### config.mk
export PLATFORM = sky130hd
export DESIGN_NAME = fibo_datapath
export DESIGN_NICKNAME = d
export VERILOG_FILES = /design/src/rtl/fibo_dp_pkg.sv /design/src/rtl/fibo_alu.sv /design/src/rtl/fibo_datapath.sv
export SDC_FILE = /design/constraint.sdc
export NUM_CORES = 1
export LEC_CHECK = 0
export BUFFER_PORTS_ARGS = -buffer_cell sky130_fd_sc_hd__buf_2
export CORE_ASPECT_RATIO = 0.6
export CORE_UTILIZATION = 25
export DETAILED_ROUTE_END_ITERATION = 10
export PLACE_DENSITY = 0.41
export SLEW_MARGIN = 30
export SYNTH_ARGS = -nofsm -noshare
export SYNTH_HDL_FRONTEND = slang
export SYNTH_SLANG_ARGS = --single-unit
### constraint.sdc
create_clock -name clk -period 4.6 [get_ports clk]
set_clock_uncertainty 0.05 [all_clocks]
set_input_delay 0.46 -clock clk [delete_from_list [all_inputs] [get_ports clk]]
set_output_delay 0.46 -clock clk [all_outputs]
set_load 0.02 [all_outputs]
### src/rtl/fibo_dp_pkg.sv
// Shared widths and ALU opcode encodings for the Fibonacci controller/datapath pair.
// Combinational constants only; no latency and no flow control.
package fibo_dp_pkg;

    localparam int DATA_W = 8;
    localparam int ADDR_W = 2;
    localparam int OP_W   = 3;

    localparam logic [OP_W-1:0] OP_PASS = 3'b000;
    localparam logic [OP_W-1:0] OP_ADD  = 3'b001;
    localparam logic [OP_W-1:0] OP_SUB  = 3'b010;
    localparam logic [OP_W-1:0] OP_AND  = 3'b011;
    localparam logic [OP_W-1:0] OP_OR   = 3'b100;
    localparam logic [OP_W-1:0] OP_XOR  = 3'b101;
    localparam logic [OP_W-1:0] OP_INC  = 3'b110;
    localparam logic [OP_W-1:0] OP_DEC  = 3'b111;

endpackage

### src/rtl/fibo_alu.sv
// 8-function ALU with carry/borrow; FIBO_DP_SAT_EN turns wrap into saturation.
// Purely combinational, zero latency, no backpressure.
module fibo_alu
    import fibo_dp_pkg::*;
#(
    parameter int DATA_W = fibo_dp_pkg::DATA_W,
    parameter int OP_W   = fibo_dp_pkg::OP_W
) (
    input  logic [DATA_W-1:0] a,
    input  logic [DATA_W-1:0] b,
    input  logic [OP_W-1:0]   opcode,
    output logic [DATA_W-1:0] result,
    output logic              c
);

    logic [DATA_W:0] sum_ext;
    logic [DATA_W:0] diff_ext;
    logic [DATA_W-1:0] inc_val;
    logic [DATA_W-1:0] dec_val;

    // Extra MSB of the extended sum/difference is the carry-out/borrow.
    assign sum_ext  = {1'b0, a} + {1'b0, b};
    assign diff_ext = {1'b0, a} - {1'b0, b};
    assign inc_val  = a + 1'b1;
    assign dec_val  = a - 1'b1;

    always_comb begin
        result = '0;
        c      = 1'b0;
        case (opcode)
            OP_PASS: result = a;
            OP_ADD: begin
                result = sum_ext[DATA_W-1:0];
                c      = sum_ext[DATA_W];
            end
            OP_SUB: begin
                result = diff_ext[DATA_W-1:0];
                c      = diff_ext[DATA_W];
            end
            OP_AND:  result = a & b;
            OP_OR:   result = a | b;
            OP_XOR:  result = a ^ b;
            OP_INC: begin
                result = inc_val;
                c      = &a;
            end
            OP_DEC: begin
                result = dec_val;
                c      = ~|a;
            end
            default: begin
                result = '0;
                c      = 1'b0;
            end
        endcase
`ifdef FIBO_DP_SAT_EN
        // Clamp toward the bound that was crossed; c still flags the event.
        if (c) begin
            if (opcode == OP_ADD || opcode == OP_INC) begin
                result = '1;
            end else if (opcode == OP_SUB || opcode == OP_DEC) begin
                result = '0;
            end
        end
`endif
    end

endmodule

### src/rtl/fibo_datapath.sv
// Fibonacci datapath: 4-entry regfile, ALU, registered flags and result (FIBO_DP_SAT_EN selects saturating ALU).
// Writes, flags and data_out land one cycle after the edge; no backpressure, one transfer per clock.
module fibo_datapath
    import fibo_dp_pkg::*;
#(
    parameter int DATA_W = fibo_dp_pkg::DATA_W,
    parameter int ADDR_W = fibo_dp_pkg::ADDR_W,
    parameter int OP_W   = fibo_dp_pkg::OP_W
) (
    input  logic              clk,
    input  logic              rst,
    input  logic [DATA_W-1:0] data_in,
    input  logic              load_data,
    input  logic              wrt_en,
    input  logic [ADDR_W-1:0] wrt_addr,
    input  logic [ADDR_W-1:0] rd_addr1,
    input  logic [ADDR_W-1:0] rd_addr2,
    input  logic [OP_W-1:0]   alu_opcode,
    output logic              zero_flag,
    output logic              carry_flag,
    output logic [DATA_W-1:0] data_out
);

    localparam int NREG = 2 ** ADDR_W;

    logic [DATA_W-1:0] regs [NREG];
    logic [DATA_W-1:0] op_a;
    logic [DATA_W-1:0] op_b;
    logic [DATA_W-1:0] alu_result;
    logic              alu_c;
    logic [DATA_W-1:0] wr_dat;

    // Combinational reads see the pre-edge contents, giving old-data read-during-write.
    assign op_a   = regs[rd_addr1];
    assign op_b   = regs[rd_addr2];
    assign wr_dat = load_data ? data_in : alu_result;

    fibo_alu #(
        .DATA_W (DATA_W),
        .OP_W   (OP_W)
    ) u_alu (
        .a      (op_a),
        .b      (op_b),
        .opcode (alu_opcode),
        .result (alu_result),
        .c      (alu_c)
    );

    always_ff @(posedge clk) begin
        if (rst) begin
            for (int i = 0; i < NREG; i++) begin
                regs[i] <= '0;
            end
            zero_flag  <= 1'b0;
            carry_flag <= 1'b0;
            data_out   <= '0;
        end else begin
            data_out <= alu_result;
            if (wrt_en) begin
                regs[wrt_addr] <= wr_dat;
                zero_flag      <= (wr_dat == '0);
                carry_flag     <= load_data ? 1'b0 : alu_c;
            end
        end
    end

endmodule

-- Word-level counts from Yosys, hierarchy flattened
Memory sizes are Yosys's and may differ from the RTL's.
Cells that the tools add are included.
W data, S select, Z words.
- $add $sub $neg: 4
- eq/ne operators: 7
- mux-type cells: 12
- bitwise logic cells: 3
- reduce and logical (&&, ||, !) cells: 6
- operators with widths (cell ; number):
    $pmux W8 S8 ; 1
    $mux W8 ; 2
    $reduce_or A8 Y1 ; 2
    $eq A3 B3 Y1 const B ; 4
    $add A8 B8 Y9 ; 1
    $sub A8 B8 Y9 ; 1
    $add A8 B1 Y8 const B ; 1
    $and A8 B8 Y8 ; 1
    $logic_not A8 Y1 ; 1
    $or A8 B8 Y8 ; 1
    $reduce_and A8 Y1 ; 1
    $sub A8 B1 Y8 const B ; 1
    $xor A8 B8 Y8 ; 1
    $mux W1 ; 7
    $eq A3 B2 Y1 const B ; 2
    $pmux W1 S4 ; 1
    $eq A3 B1 Y1 const B ; 1
    $logic_not A3 Y1 ; 1
    $mux W2 ; 1
    $logic_not A1 Y1 ; 1
- flip-flop bits (word level): 10
- memory bits (writable): 32
- output and inout bits: 10
- word-level logic and storage cells: 36
- memories: 1
- memory list (name ; depth ; bits a word ; read ports ; clocked after Yosys merged registers in ; write ports ; line ; source):
    regs ; 4 ; 8 ; 2 ; 0 ; 4 ; fibo_datapath.sv:26 ; logic [DATA_W-1:0] regs [NREG];

-- Longest topological paths before layout
Gate-level depths: netlist (run 1).
- word-level depth: 5
- depth in mapped cells: 14

-- Cells and area by module
Synthesis (run 1) repeated with hierarchy kept, for this count alone.
- cell total of the unflattened synthesis: 381
- area, all modules: 3679.8 sq um
- by module, submodules not included (module ; instances ; cells an instance ; area an instance (sq um) ; sequential area each (sq um)):
    fibo_datapath ; 1 ; 136 ; 1975.6 ; 1161.1
    fibo_alu ; 1 ; 245 ; 1704.1 ; 0.0

-- Least setup slack after synthesis (run 1)
Ideal clock, no wire load.
- path kind: input-to-reg
- start point: input rd_addr2[0]
- end point: memory regs[2][7], data pin
- library setup time: 264 ps
- arrival time: 3749 ps
- required time: 4286 ps
- path slack: 537 ps
- cell stages on the path: 12
- cell sequence: clkbuf_1 mux4_2 inv_1 ha_1 o21ba_2 or4_1 o211a_1 o31ai_1 mux2_2 o41ai_4 o21a_1 nor2_1
- RTL lines (element ; line ; source):
    start: declaration ; fibo_datapath.sv:17 ; input logic [ADDR_W-1:0] rd_addr2,
    end: declaration ; fibo_datapath.sv:26 ;

==> results of run 1 <==
[where the power goes]
group	internal, W	switching [W]	leakage, nW	total (W)
combinational	0.000172	0.000281	1.18	0.000453
sequential	0.000437	0.0000113	0.416	0.000448
clock	0.000309	0.000148	0.0915	0.000457
total	0.000918	0.000440	1.69	0.00136
[critical path, cell delays in order]
cell	delay, ps
buf_2	250
mux4_1	750
inv_1	140
ha_1	320
or4_1	520
o211a_1	200
o31ai_1	260
mux2_2	390
o41ai_4	340
o21a_1	230
nor2_1	70
[cell type report]
type | count | share of cell area
Multi-Input combinational cell | 293 | 0.536
Sequential cell | 42 | 0.276
Timing Repair Buffer | 44 | 0.0607
Tap cell | 192 | 0.0571
Clock buffer | 5 | 0.0298
Inverter | 28 | 0.0250
Clock inverter | 3 | 0.0152
[routing by layer]
layer,GRT usage,vias to the layer above
li1,-,1489
met1,0.273,1562
met2,0.214,164
met3,0.0545,9
met4,0.0372,0
met5,0,-
[flip-flops by register name, summed over array words and instances, names as in the netlist]
| register | flops |
|---|---|
| carry_flag | 1 |
| data_out | 8 |
| regs | 32 |
| zero_flag | 1 |
[worst paths after layout]
| path | start | cells after the start | end |
|---|---|---|---|
| setup / recovery | rd_addr1[0] | 11 | regs[2][7]$_SDFFCE_PN0P_ |
| hold / removal | carry_flag$_SDFFE_PP0P_ | 2 | carry_flag$_SDFFE_PP0P_ |
| setup reg to reg | regs[0][2]$_SDFFCE_PN0P_ | 10 | regs[2][7]$_SDFFCE_PN0P_ |
| hold reg to reg | carry_flag$_SDFFE_PP0P_ | 2 | carry_flag$_SDFFE_PP0P_ |
[per-stage QoR]
step                utilization  power (W)  setup slack, ps  hold slack, ps  cells
finish                    0.303    0.00136              637             427    607
floorplan                     -   0.000758              537             477    383
CTS                       0.303    0.00136              661             421    607
global route              0.303    0.00143              432             439    607
detailed placement        0.289   0.000900              349             402    599
global placement          0.289   0.000907              450             407    599
[Yosys cell counts, drive strengths merged, types with 5 or more instances]
library cell / instances
o21ai: 13
a22o: 5
a21oi: 30
nand3: 8
o21a: 6
ha: 30
dfxtp: 10
nor3: 6
xnor2: 5
edfxtp: 32
mux4: 16
nand2b: 7
clkbuf: 14
nand4: 5
a211oi: 5
o22ai: 5
nand2: 21
nor2: 67
buf: 6
inv: 27
[kinds of logic (layout without fill, tap and decap cells)]
kind of cell	Yosys count	count (layout)	share of synthesized area
xor gates and xnor gates	7	7	0.0170
and+or+nand+nor	129	129	0.163
muxes	21	21	0.121
buffers and inverters	48	80	0.0534
DFF	42	42	0.322
adders and majority gates	33	33	0.121
AOI/OAI and AO/OA	103	103	0.203
==> flow_summary.yaml, run 1 <==
status:
  status: "finished clean"
timing:
  finalCritPeriodShare: 0.861
  slew_headroom: 0.518
  hold_viol: 0
  fin_crit_ps: 3960
  max_freq_ghz: 0.252
  fin_tns_setup_ps: 0
  slew_viol_final: 0
  tightestPinTransition_ps: 714
  setup_violations: 0
  rsz0062_at_grt: "no"
yosys:
  synth_cell_types: 63
  avgSynthCellArea_um2: 9.42
  seq_area_frac_synth: 0.322
  synth.area.top_cells: "edfxtp_1 27%, ha_1 10%, nor2_1 7.0%"
  yosysTopAreaCellShare: 0.266
  netlist_area_mm2: 0.00361
  synth_edf_count: 32
  synthFlopType: "edfxtp_1"
  ys_warn_count: 0
  synth_seq_cells: 42
  synthArstFlopShare: 0
  syn_inst: 383
  synth_top_area_cell: "edfxtp_1"
  syn_nets: 437
critical_path:
  crit_required_ps: 4580
  cp-end-kind: "flip-flop"
  reg2reg_setup_slack_ps: 700
  crit_arrival_ps: 3940
  cp_max_fo: 8
  worst-setup-path-type: "in -> reg"
  cp-start-kind: "input port"
global_routing:
  globalRouteTotalUtil: 0.172
  grt_start_max_net_pins: 30
  grt_pass1_vias: 3073
  antenna_found_initial: 1
  grt_pass1_wl_mm: 18.6
  grt-ovfl-total: 0
clock_tree:
  path_clk_slew_ps: 60
  cts_tree: "built"
  ctsResizeCount: 0
  clockRootBuffer: "clkbuf_16"
  insertion_delay_ps: 290
  clock_sink_count: 42
  ctsHoldBuffers: 0
  postCtsSetupBuffers: 0
  cts_buffer_depth: 2
  cts_made_buffers: 5
  htreeDepth: 2
layout:
  drive_above_1_share: 0.164
  n_antenna_cell: 0
  fin_area_mm2: 0.00420
  multi_input_area_mm2: 0.00225
  fillCellCount: 1487
  ff_latch_area_mm2: 0.00116
  final_common_cell: "nor2_1"
  areaGrowthSynthToFinish_pct: 16.5
  final_cell_mix: "67 x nor2_1, 32 x edfxtp_1, 30 x a21oi_1, 30 x ha_1, 30 x buf_2"
  nets: 468
routing:
  drc: 0
  drt-wirelength-per-cell_um: 19.9
  ant_nets: 0
  top_layer: "met4"
  first_pass_iters: 5
  wl_met2_mm: 4.28
  met3WireLength_mm: 1.27
  drt-met1-wl_mm: 6.41
  via_count: 3224
  drtIter0Drc: 274
  via_per_inst: 5.31
  drt_wl_total_mm: 12.1
min_path:
  hold_class: "reg -> reg"
floorplanning:
  die_w_um: 157
  start_util: 0.260
  rows: 33
  ios: 31
  dieArea_mm2: 0.0149
  die_h_um: 95.0
  placeableCoreArea_mm2: 0.0139
placed_design:
  dp_hpwl_mm: 9.44
  port_buffers: 30
  place_congestion: 0.927
  placedInstanceArea_mm2: 0.00402
pwr:
  p_per_area_mw_per_mm2: 323
  irDropWorstVdd_mv: 0.128
  p_leak_nw: 1.69
run:
  cap_violations: 0
Power figures use the tool's default switching activity.
==> inputs of run 2 (changes only) <==
--- a/config.mk
+++ b/config.mk
@@ -13,4 +13,5 @@
 export SLEW_MARGIN = 30
 export SYNTH_ARGS = -nofsm -noshare
 export SYNTH_HDL_FRONTEND = slang
+export SYNTH_HIERARCHICAL = 1
 export SYNTH_SLANG_ARGS = --single-unit
==> flow_summary.yaml, run 2 <==
clock_tree:
  htreeDepth: 2
  postCtsSetupBuffers: 0
  clock_sink_count: 42
  ctsResizeCount: 0
  path_clk_slew_ps: 60
  insertion_delay_ps: 290
  cts_buffer_depth: 2
  cts_made_buffers: 5
  ctsHoldBuffers: 0
  cts_tree: "built"
  clockRootBuffer: "clkbuf_16"
placed_design:
  pre_cts_ws_ps: 335
  placedInstanceArea_mm2: 0.00392
  place_congestion: 0.843
  dp_hpwl_mm: 8.99
  port_buffers: 30
routing:
  first_pass_iters: 5
  drt_wl_total_mm: 11.7
  via_per_inst: 5.21
  via_count: 3061
  ant_nets: 0
  drtIter0Drc: 300
  drt-wirelength-per-cell_um: 19.8
  drc: 0
critical_path:
  reg2reg_setup_slack_ps: 620
  worstReg2RegEnd: "zero_flag$_SDFFE_PP0P_"
  r2r-start: "regs[1][2]$_SDFFCE_PN0P_"
  crit_arrival_ps: 4270
  cp_max_fo: 13
  cp-end-kind: "flip-flop"
  crit_required_ps: 4750
  worst-setup-path-type: "in -> reg"
  rr_worst_depth: 12
  cp-start-kind: "input port"
yosys:
  synth_most_common_cell: "nor2_1"
  seq_area_frac_synth: 0.316
  syn_inst: 381
  netlist_area_mm2: 0.00368
  synth.area.top_cells: "edfxtp_1 26%, mux4_2 10%, ha_1 9.5%"
  yosysTopAreaCellShare: 0.261
  synth_top_area_cell: "edfxtp_1"
  ys_warn_count: 6
  avgSynthCellArea_um2: 9.66
  syn_nets: 432
  synth_common_cells: "50 x nor2_1, 32 x edfxtp_1, 28 x ha_1, 28 x inv_1, 25 x a21oi_1"
  synth_edf_count: 32
  synth_cell_types: 68
  synth_seq_cells: 42
  synthFlopType: "edfxtp_1"
  synthArstFlopShare: 0
floorplanning:
  die_h_um: 96.0
  ios: 31
  dieArea_mm2: 0.0152
  die_w_um: 159
  rows: 33
  placeableCoreArea_mm2: 0.0140
  start_util: 0.263
global_routing:
  grt_start_max_net_pins: 31
  grt_pass1_vias: 2882
  antenna_found_initial: 0
  globalRouteTotalUtil: 0.161
  grt-ovfl-total: 0
  grt_pass1_wl_mm: 17.7
timing:
  setup_violations: 0
  fin_tns_setup_ps: 0
  tightestPinTransition_ps: 658
  finalCritPeriodShare: 0.896
  slew_headroom: 0.558
  hold_viol: 0
  rsz0062_at_grt: "no"
  fin_crit_ps: 4120
  slew_viol_final: 0
  max_freq_ghz: 0.243
  setup_slack_ps: 479
layout:
  fin_area_mm2: 0.00409
  nets: 446
  drive_above_1_share: 0.184
  fillCellCount: 1484
  final_cell_mix: "50 x nor2_1, 32 x edfxtp_1, 30 x buf_2"
  largest_register: "regs"
  final_common_cell: "nor2_1"
  n_antenna_cell: 0
  areaGrowthSynthToFinish_pct: 11.1
  largestRegisters: "regs: 32 flops, data_out: 8 flops"
  largest_reg_flops: 32
pwr:
  irDropWorstVdd_mv: 0.172
  p_leak_nw: 1.61
  p_per_area_mw_per_mm2: 325
run:
  cap_violations: 0
status:
  status: "finished clean"
min_path:
  hold_start: "carry_flag$_SDFFE_PP0P_"
  worstHoldEndpoint: "carry_flag$_SDFFE_PP0P_"
  hold_class: "reg -> reg"
  hold_path_depth: 2
run 2: routing by layer:
layer	part of all wire	vias up	GRT usage
met5	0	-	0
met2	0.36	131	0.200
met4	0.0021	0	0.0264
li1	-	1423	-
met1	0.54	1504	0.262
met3	0.097	3	0.0441
run 2: logic make-up (layout without fill, tap and decap cells):
group | Yosys count | in the layout | synth area share
simple gates | 119 | 119 | 0.160
compound gates | 93 | 93 | 0.173
buf+inv | 55 | 70 | 0.0765
flops | 42 | 42 | 0.316
fa+ha+maj | 31 | 31 | 0.109
mux | 29 | 29 | 0.137
xor+xnor | 12 | 12 | 0.0286
run 2: report_power, final:
part	internal (W)	total, W	leakage [nW]	switching (W)
combinational	0.000176	0.000473	1.12	0.000297
sequential	0.000438	0.000450	0.415	0.0000123
clock	0.000256	0.000405	0.0771	0.000149
run 2: metrics by stage:
step,instances,total power [W],hold slack (ps),utilization
CTS,588,0.00133,438,0.292
finish,588,0.00133,437,0.292
detailed placement,580,0.000920,427,0.280
global placement,580,0.000927,423,0.280
global route,588,0.00139,461,0.292
floorplan,381,0.000794,482,-
run 2: cell type report:
class	count	area (um^2)	area share
multi-input combinational	284	2240	0.547
sequential	42	1160	0.284
tap	192	240	0.0588
timing repair buffer	33	173	0.0423
clock buffer	6	129	0.0315
inverter	29	109	0.0266
clock inverter	2	37.5	0.00919
run 2: critical path, stage by stage:
cell and delay [ps]:
buf_2 280, mux4_2 730, inv_1 190, ha_1 320, a21o_1 160, a21oi_1 110, o31ai_1 450, o21ai_0 180
a222oi_1 350, o2bb2ai_1 200, mux2i_1 440, o211ai_1 170, o31ai_1 230
run 2: how the worst max path moves through the flow:
stage | startpoint | end | slack, ps
6_report | rd_addr1[0] | zero_flag$_SDFFE_PP0P_ | 480
2_1_floorplan | rd_addr1[0] | regs[0][4]$_SDFFCE_PN0P_ | 990
5_1_grt | rd_addr1[0] | zero_flag$_SDFFE_PP0P_ | 80
4_1_cts | rd_addr1[0] | zero_flag$_SDFFE_PP0P_ | 570
3_5_place_dp | rd_addr1[0] | zero_flag$_SDFFE_PP0P_ | 340
3_3_place_gp | rd_addr1[0] | zero_flag$_SDFFE_PP0P_ | 260
==> inputs of run 3 (changes only) <==
--- a/config.mk
+++ b/config.mk
@@ -6,10 +6,12 @@
 export NUM_CORES = 1
 export LEC_CHECK = 0
 export BUFFER_PORTS_ARGS = -buffer_cell sky130_fd_sc_hd__buf_2
+export CELL_PAD_IN_SITES_DETAIL_PLACEMENT = 2
+export CELL_PAD_IN_SITES_GLOBAL_PLACEMENT = 2
 export CORE_ASPECT_RATIO = 0.6
 export CORE_UTILIZATION = 25
 export DETAILED_ROUTE_END_ITERATION = 10
-export PLACE_DENSITY = 0.41
+export PLACE_DENSITY = 0.57
 export SLEW_MARGIN = 30
 export SYNTH_ARGS = -nofsm -noshare
 export SYNTH_HDL_FRONTEND = slang
==> flow_summary.yaml, run 3 (same netlist as run 2, synthesis figures left out) <==
layout:
  drive_above_1_share: 0.208
  largestRegisters: "regs: 32 flops, data_out: 8 flops"
  n_antenna_cell: 0
  largest_register: "regs"
  final_common_cell: "nor2_1"
  largest_reg_flops: 32
  areaGrowthSynthToFinish_pct: 12.8
  fillCellCount: 1571
  final_cell_mix: "50 x nor2_1, 32 x edfxtp_1, 30 x buf_2"
  final_core_util: 0.296
  nets: 458
min_path:
  hold_path_depth: 2
  hold_class: "reg -> reg"
clock_tree:
  ctsResizeCount: 0
  ctsHoldBuffers: 0
  insertion_delay_ps: 290
  cts_made_buffers: 5
  clockRootBuffer: "clkbuf_16"
  clock_sink_count: 42
  htreeDepth: 2
  cts_tree: "built"
  postCtsSetupBuffers: 0
  cts_buffer_depth: 2
  path_clk_slew_ps: 60
pwr:
  power_w: 0.00131
  irDropWorstVdd_mv: 0.128
  p_leak_nw: 1.66
  p_per_area_mw_per_mm2: 315
timing:
  max_freq_ghz: 0.234
  finalCritPeriodShare: 0.929
  hold_viol: 0
  setup_violations: 0
  hold_ws_ps: 459
  slew_viol_final: 0
  rsz0062_at_grt: "no"
  tightestPinTransition_ps: 529
  fin_crit_ps: 4270
  slew_headroom: 0.637
  fin_tns_setup_ps: 0
floorplanning:
  dieArea_mm2: 0.0152
  die_h_um: 96.0
  ios: 31
  die_w_um: 159
  rows: 33
  start_util: 0.263
  placeableCoreArea_mm2: 0.0140
critical_path:
  path_cells: "buf_2 -> mux4_2 -> inv_1 -> ha_1 -> buf_4 -> nand2b_1 -> a21oi_1 -> o211ai_1 -> a31o_1 -> a222oi_1 -> o2bb2ai_1 -> mux2i_1 -> o211ai_1 -> o31ai_1"
  cp-end-kind: "flip-flop"
  crit_path_frequent_cell: "o211ai_1"
  crit_arrival_ps: 4430
  slowest_delay_ps: 680
  crit_required_ps: 4760
  crit_slowest_cell: "mux4_2"
  crit_family: "compound AO/OA/AOI/OAI gates"
  cp_max_fo: 10
  rr_worst_depth: 13
  worst-setup-path-type: "in -> reg"
  cp.depth: 14
  critPathBufInv: 3
  cp-start-kind: "input port"
status:
  status: "finished clean"
routing:
  drt_wl_total_mm: 13.9
  via_count: 3161
  via_per_inst: 5.27
  first_pass_iters: 4
  drc: 0
  ant_nets: 0
  drtIter0Drc: 228
  drt-wirelength-per-cell_um: 23.2
global_routing:
  grt_start_max_net_pins: 31
  globalRouteTotalUtil: 0.195
  grt-ovfl-total: 0
  antenna_found_initial: 0
  grt_pass1_wl_mm: 21.1
  grt_pass1_vias: 3199
placed_design:
  port_buffers: 30
  dp_hpwl_mm: 11.1
  place_congestion: 0.843
run:
  cap_violations: 0
[run 3: final timing paths]
check,end,start,slack [ps]
setup / recovery,zero_flag$_SDFFE_PP0P_,rd_addr1[0],330
hold / removal,carry_flag$_SDFFE_PP0P_,carry_flag$_SDFFE_PP0P_,460
hold reg to reg,carry_flag$_SDFFE_PP0P_,carry_flag$_SDFFE_PP0P_,460
setup reg to reg,zero_flag$_SDFFE_PP0P_,regs[3][2]$_DFFE_PP_,370
[run 3: per-layer routing]
layer | GRT usage | wire (um) | up-vias | part of all wire
li1 | - | - | 1453 | -
met1 | 0.322 | 7790 | 1608 | 0.56
met2 | 0.259 | 5250 | 96 | 0.38
met3 | 0.0378 | 833 | 4 | 0.060
met4 | 0.0152 | 23 | 0 | 0.0017
met5 | 0 | 0 | - | 0
[run 3: cell type report]
class	count	area, um^2	area share
Multi-Input combinational cell	284	2240	0.539
Clock inverter	2	10.0	0.00241
Clock buffer	6	129	0.0311
Tap cell	192	240	0.0579
Sequential cell	42	1160	0.280
Timing Repair Buffer	45	263	0.0633
Inverter	29	109	0.0262
[run 3: through the flow]
| stage | instances | instance area, um^2 | setup WS (ps) |
|---|---|---|---|
| after floorplan | 381 | 3680 | 991 |
| after global placement | 592 | 4010 | 50.5 |
| after detailed placement | 592 | 4010 | 4.05 |
| after CTS | 600 | 4150 | 321 |
| after global routing | 600 | 4150 | 118 |
| final | 600 | 4150 | 325 |
[run 3: worst register-to-register path, stage by stage (launching register included)]
cell and delay (ps):
edfxtp_1 420, mux4_2 630, inv_1 180, ha_1 330, buf_4 190, nand2b_1 170, a21oi_1 290, o211ai_1 170
a31o_1 200, a222oi_1 460, o2bb2ai_1 170, mux2i_1 450, o211ai_1 210, o31ai_1 220
[run 3: where the power goes]
part	internal (W)	switching, W
registers	0.000438	0.0000136
clock network	0.000200	0.000156
logic	0.000190	0.000311
total	0.000828	0.000480
